<file path="src/rtl/maxpool_sequencer.sv">
// 2x2 / stride-2 signed max-pool sequencer that owns the read and write master ports.
// Define MAXSEQ_RELU_EN to clamp negative window maxima to zero before they are written.
//
// state   | meaning
// --------+-------------------------------------------------------------
// IDLE    | waiting for start; latches map geometry and base addresses
// RD_REQ  | read request held until accepted
// RD_WAIT | waiting for read data, reduce into the window accumulator
// WR      | result write held until accepted, then advance window
// DONE    | one-cycle completion pulse
module maxpool_sequencer #(
  parameter int ADDR_W = 32,
  parameter int DIM_W  = 16
) (
  input  logic              clk,
  input  logic              reset,
  input  logic              start,
  input  logic [ADDR_W-1:0] src_base,
  input  logic [ADDR_W-1:0] dst_base,
  input  logic [DIM_W-1:0]  width,
  input  logic [DIM_W-1:0]  height,
  output logic              busy,
  output logic              done,
  output logic              rd_req,
  output logic [ADDR_W-1:0] rd_addr,
  input  logic              rd_ready,
  input  logic              rd_valid,
  input  logic [31:0]       rd_data,
  output logic              wr_req,
  output logic [ADDR_W-1:0] wr_addr,
  output logic [31:0]       wr_data,
  input  logic              wr_ready
);

  typedef enum logic [2:0] {
    S_IDLE,
    S_RD_REQ,
    S_RD_WAIT,
    S_WR,
    S_DONE
  } state_t;

  state_t            state;
  state_t            state_nxt;

  logic [ADDR_W-1:0] row_addr;
  logic [ADDR_W-1:0] stride;
  logic [ADDR_W-1:0] wr_addr_q;
  logic [31:0]       wr_data_q;
  logic [31:0]       acc;
  logic [31:0]       acc_nxt;
  logic [31:0]       pool_out;
  logic [DIM_W-1:0]  ow;
  logic [DIM_W-1:0]  oh;
  logic [DIM_W-1:0]  ox;
  logic [DIM_W-1:0]  oy;
  logic [1:0]        wd;
  logic              ox_last;
  logic              oy_last;
  logic              degenerate;

  assign ox_last    = (ox == ow - DIM_W'(1));
  assign oy_last    = (oy == oh - DIM_W'(1));
  assign degenerate = ((width >> 1) == '0) || ((height >> 1) == '0);

  // row_addr points at column 0 of input row 2*oy; wd[1] selects the lower row, wd[0] the right column
  assign rd_addr = row_addr
                 + (wd[1] ? stride : '0)
                 + (ADDR_W'(ox) << 3)
                 + (wd[0] ? ADDR_W'(4) : '0);
  assign wr_addr = wr_addr_q;
  assign wr_data = wr_data_q;

  // First word of a window loads; later words replace only when strictly greater, so ties keep the earlier value
  always_comb begin
    acc_nxt = acc;
    if ((wd == 2'd0) || ($signed(rd_data) > $signed(acc))) begin
      acc_nxt = rd_data;
    end
  end

  always_comb begin
    pool_out = acc_nxt;
`ifdef MAXSEQ_RELU_EN
    if (acc_nxt[31]) begin
      pool_out = '0;
    end
`else
    pool_out = acc_nxt;
`endif
  end

  always_ff @(posedge clk) begin
    if (reset) begin
      state <= S_IDLE;
    end else begin
      state <= state_nxt;
    end
  end

  always_comb begin
    state_nxt = state;
    busy      = 1'b0;
    done      = 1'b0;
    rd_req    = 1'b0;
    wr_req    = 1'b0;
    case (state)
      S_IDLE: begin
        if (start) begin
          state_nxt = degenerate ? S_DONE : S_RD_REQ;
        end
      end
      S_RD_REQ: begin
        busy   = 1'b1;
        rd_req = 1'b1;
        if (rd_ready) begin
          state_nxt = S_RD_WAIT;
        end
      end
      S_RD_WAIT: begin
        busy = 1'b1;
        if (rd_valid) begin
          state_nxt = (wd == 2'd3) ? S_WR : S_RD_REQ;
        end
      end
      S_WR: begin
        busy   = 1'b1;
        wr_req = 1'b1;
        if (wr_ready) begin
          state_nxt = (ox_last && oy_last) ? S_DONE : S_RD_REQ;
        end
      end
      S_DONE: begin
        done      = 1'b1;
        state_nxt = S_IDLE;
      end
      default: begin
        state_nxt = S_IDLE;
      end
    endcase
  end

  always_ff @(posedge clk) begin
    if (reset) begin
      row_addr  <= '0;
      stride    <= '0;
      wr_addr_q <= '0;
      wr_data_q <= '0;
      acc       <= '0;
      ow        <= '0;
      oh        <= '0;
      ox        <= '0;
      oy        <= '0;
      wd        <= '0;
    end else begin
      case (state)
        S_IDLE: begin
          if (start) begin
            row_addr  <= src_base;
            stride    <= ADDR_W'(width) << 2;
            wr_addr_q <= dst_base;
            ow        <= width >> 1;
            oh        <= height >> 1;
            ox        <= '0;
            oy        <= '0;
            wd        <= '0;
          end
        end
        S_RD_WAIT: begin
          if (rd_valid) begin
            acc <= acc_nxt;
            wd  <= wd + 2'd1;
            if (wd == 2'd3) begin
              wr_data_q <= pool_out;
            end
          end
        end
        S_WR: begin
          if (wr_ready) begin
            wr_addr_q <= wr_addr_q + ADDR_W'(4);
            if (ox_last) begin
              ox       <= '0;
              oy       <= oy + DIM_W'(1);
              row_addr <= row_addr + (stride << 1);
            end else begin
              ox <= ox + DIM_W'(1);
            end
          end
        end
        default: begin
        end
      endcase
    end
  end

endmodule

</file>
<file path="config.mk">
export PLATFORM = sky130hd
export DESIGN_NAME = maxpool_sequencer
export DESIGN_NICKNAME = d
export VERILOG_FILES = /design/src/rtl/maxpool_sequencer.sv
export SDC_FILE = /design/constraint.sdc
export NUM_CORES = 1
export LEC_CHECK = 0
export CORE_MARGIN = 2
export CORE_UTILIZATION = 25
export DETAILED_ROUTE_END_ITERATION = 6
export PLACE_DENSITY = 0.46
export SKIP_LAST_GASP = 1
export SLEW_MARGIN = 15
export SYNTH_ARGS = -nofsm -noshare
export SYNTH_HDL_FRONTEND = slang
export SYNTH_SLANG_ARGS = --single-unit
</file>
<file path="constraint.sdc">
create_clock -name clk -period 5.5 [get_ports clk]
set_input_delay 0.55 -clock clk [delete_from_list [all_inputs] [get_ports clk]]
set_output_delay 0.55 -clock clk [all_outputs]
set_load 0.03 [all_outputs]
</file>
==> summary.md <==
| Metric | Value |
|---|---|
| Hold Crit Depth | 2 |
| Power per Cell Area | 224 nW/um^2 |
| Asr flop ratio synth | 0% |
| Vias | 12700 |
| Endpoint class of the critical path | primary output |
| Die X | 234 um |
| Sequential area share after synthesis | 29.6% |
| Synth Register Bits | 196 |
| R2R Setup Slk | 1600 ps |
| Post-synth EDFFs | 0 |
| P_leak | 6.42 nW |
| Area Growth Syn to Fin | 27.6% |
| WS Path Type | reg2out |
| Initial antenna violation count | 0 |
| Top post-synthesis cells by area | dfxtp_1, ha_1, mux2i_1 |
| CTS tree | done |
| # fillers | 5524 |
| Vias per cell | 4.96 |
| Synth area leader | dfxtp_1 |
| Initial drt markers | 529 |
| Setup bufs post-CTS | 0 |
| Synth warn | 0 |
| Clock Tree Buf Depth | 2 |
| Clock Sinks | 196 |
| Setup crit start kind | flop |
| 1st-pass router iterations | 4 |
| Design Area, Final | 16900 um^2 |
| PortBufs | 232 |
| Layout Skew | 11.9 ps |
| Final ANT Viol Nets | 0 |
| Initial Utilization | 25.2% |
| Syn nets | 1901 |
| Drt wl/cell | 17.5 um |
| Die area | 54900 um^2 |
| CTS Buf Count | 17 |
| Core area | 52600 um^2 |
| Max Cap Viol | 0 |
| First-pass GRT wire length | 69900 um |
| Final worst-path cycle share | 96.2% |
| GRT Resource Usage Total | 16.5% |
| Vias in the first global route | 12500 |
| Pin count of the biggest net entering global routing | 81 |
| Commonest non-fill, non-tap cells in the layout | clkdlybuf4s50_1, dfxtp_1, nand2_1 |
| Layout cells sized above 1 | 4.98% |
| DRT Wirelength | 44600 um |
| Clk slew on worst S/H paths | 70 ps |
| H-Tree Depth | 4 |
| Unrepaired setup endpoints after global routing | true |
| Antenna diode count | 0 |
| Root Driver | clkbuf_16 |
| Post-synthesis cell count | 1676 |
| Fmax | 0.189 GHz |
| Routability Congestion | 0.847 |
| Top_reg_cell synth | dfxtp_1 |
| GR Overflow Total | 0 |
| Mean Syn Cell Area | 7.91 um^2 |
| Peak supply drop | 237 uV |
| Commonest non-fill, non-tap cell in the layout | clkdlybuf4s50_1 |
| Slew HR | 39.5% |
| Final setup fails | 0 |
| CP required | 4950 ps |
| # IOs | 234 |
| Total power | 3.79 mW |
| Post-synth cell types | 74 |
| Status | finished clean |
| Dpl cell area | 16300 um^2 |
| DP HPWL | 33000 um |
| Worst skew pair latency | 500 ps |
| Hold Path Class | reg2reg |
| Post-synth top area share | 29.6% |
| Min Tclk post-route | 5290 ps |
| Cell Rows | 84 |
| Synthesized area | 13300 um^2 |
| Tightest Pin Transition | 908 ps |
| Worst EP arrival | 4740 ps |
| Die Y | 234 um |
| Final net count | 2078 |
| Worst Path Max Fanout | 15 |
| Reg2Reg Depth | 11 |
| Post-route DRC | 0 |
| Final hold vios | 0 |
| Final slew viol count | 0 |
## cell type report
type                       count  area (um^2)  share of cell area, %
tap                          688          861                   5.09
multi-input combinational   1316         8750                   51.7
timing repair buffer         259         2580                   15.2
sequential                   196         3930                   23.2
clock buffer                  18          429                   2.54
inverter                      63          236                   1.40
clock inverter                14          143                  0.843
## critical path, stage by stage, from the launching register on
cell	delay (ps)
dfxtp_2	480
inv_1	120
nor2_1	150
fa_1	480
ha_1	320
a21oi_1	230
o22ai_1	210
o211ai_1	370
a21oi_1	160
a2111oi_1	470
buf_4	200
nor3_2	80
nand2_1	120
xnor2_1	140
clkdlybuf4s50_1	700
## synthesized netlist by cell type, types with 27 or more instances
library cell	n
dfxtp_1	196
nand2_1	168
nor2_1	162
a21oi_1	132
ha_1	73
nand2b_1	73
clkbuf_1	71
mux2i_1	71
a211oi_1	70
inv_1	62
nand3_1	51
xnor2_1	48
nor3_1	45
o21ai_0	44
xor2_1	32
and2_1	29
and3_1	27
## path summary, 6_finish.rpt
| check | start | to |
|---|---|---|
| worst max-delay path | wd[1]$_SDFFE_PP0P_ | rd_addr[26] |
| worst min-delay path | row_addr[1]$_SDFFE_PP0P_ | row_addr[1]$_SDFFE_PP0P_ |
| worst max register to register | ow[0]$_SDFFE_PP0P_ | row_addr[23]$_SDFFE_PP0P_ |
| worst min register to register | row_addr[1]$_SDFFE_PP0P_ | row_addr[1]$_SDFFE_PP0P_ |
## cells by family after synthesis
| kind of cell | Yosys count | share of synthesized area, % |
|---|---|---|
| compound gates | 405 | 20.1 |
| mux | 72 | 5.44 |
| fa+ha+maj | 91 | 9.60 |
| xor+xnor | 80 | 5.28 |
| buf+inv | 164 | 4.94 |
| flops | 196 | 29.6 |
| simple gates | 668 | 25.1 |
## report_power, final
group | internal (mW) | total (mW) | switching, mW
sequential | 1.48 | 1.57 | 0.0889
combinational | 0.407 | 0.920 | 0.513
clock | 0.638 | 1.30 | 0.658
## metal layers
metal	GRT usage [%]	wire length, um
met1	20.7	20300
met4	5.21	954
met5	0	0
met3	4.18	2150
met2	27.5	21300
## flip-flops by register name, summed over array words and instances (netlist names)
signal    count
acc          32
oh           15
ow           15
ox           16
oy           16
row_addr     32
state         3
stride        1
wd            2
wr_addr      32
wr_data      32
## per-stage QoR
| stage | utilization, % | worst slack [ps] | TNS [ps] | hold WS (ps) | std cells |
|---|---|---|---|---|---|
| 6_report | 32.2 | 211 | 0 | 457 | 2554 |
| 5_1_grt | 32.2 | -91.3 | -91.3 | 482 | 2554 |
| 4_1_cts | 32.2 | 52.9 | 0 | 460 | 2554 |
| 3_5_place_dp | 31.0 | 241 | 0 | 449 | 2522 |
| 3_3_place_gp | 31.0 | 311 | 0 | 444 | 2522 |
| 2_1_floorplan | - | 1110 | 0 | 436 | 1676 |
## timing repair
item                                    in CTS  in global routing
hold buffers                                 0                  0
gates resized for setup                      3                  6
endpoints found under the setup margin      10                 11
Note: power is estimated with default switching activity, not from simulation.
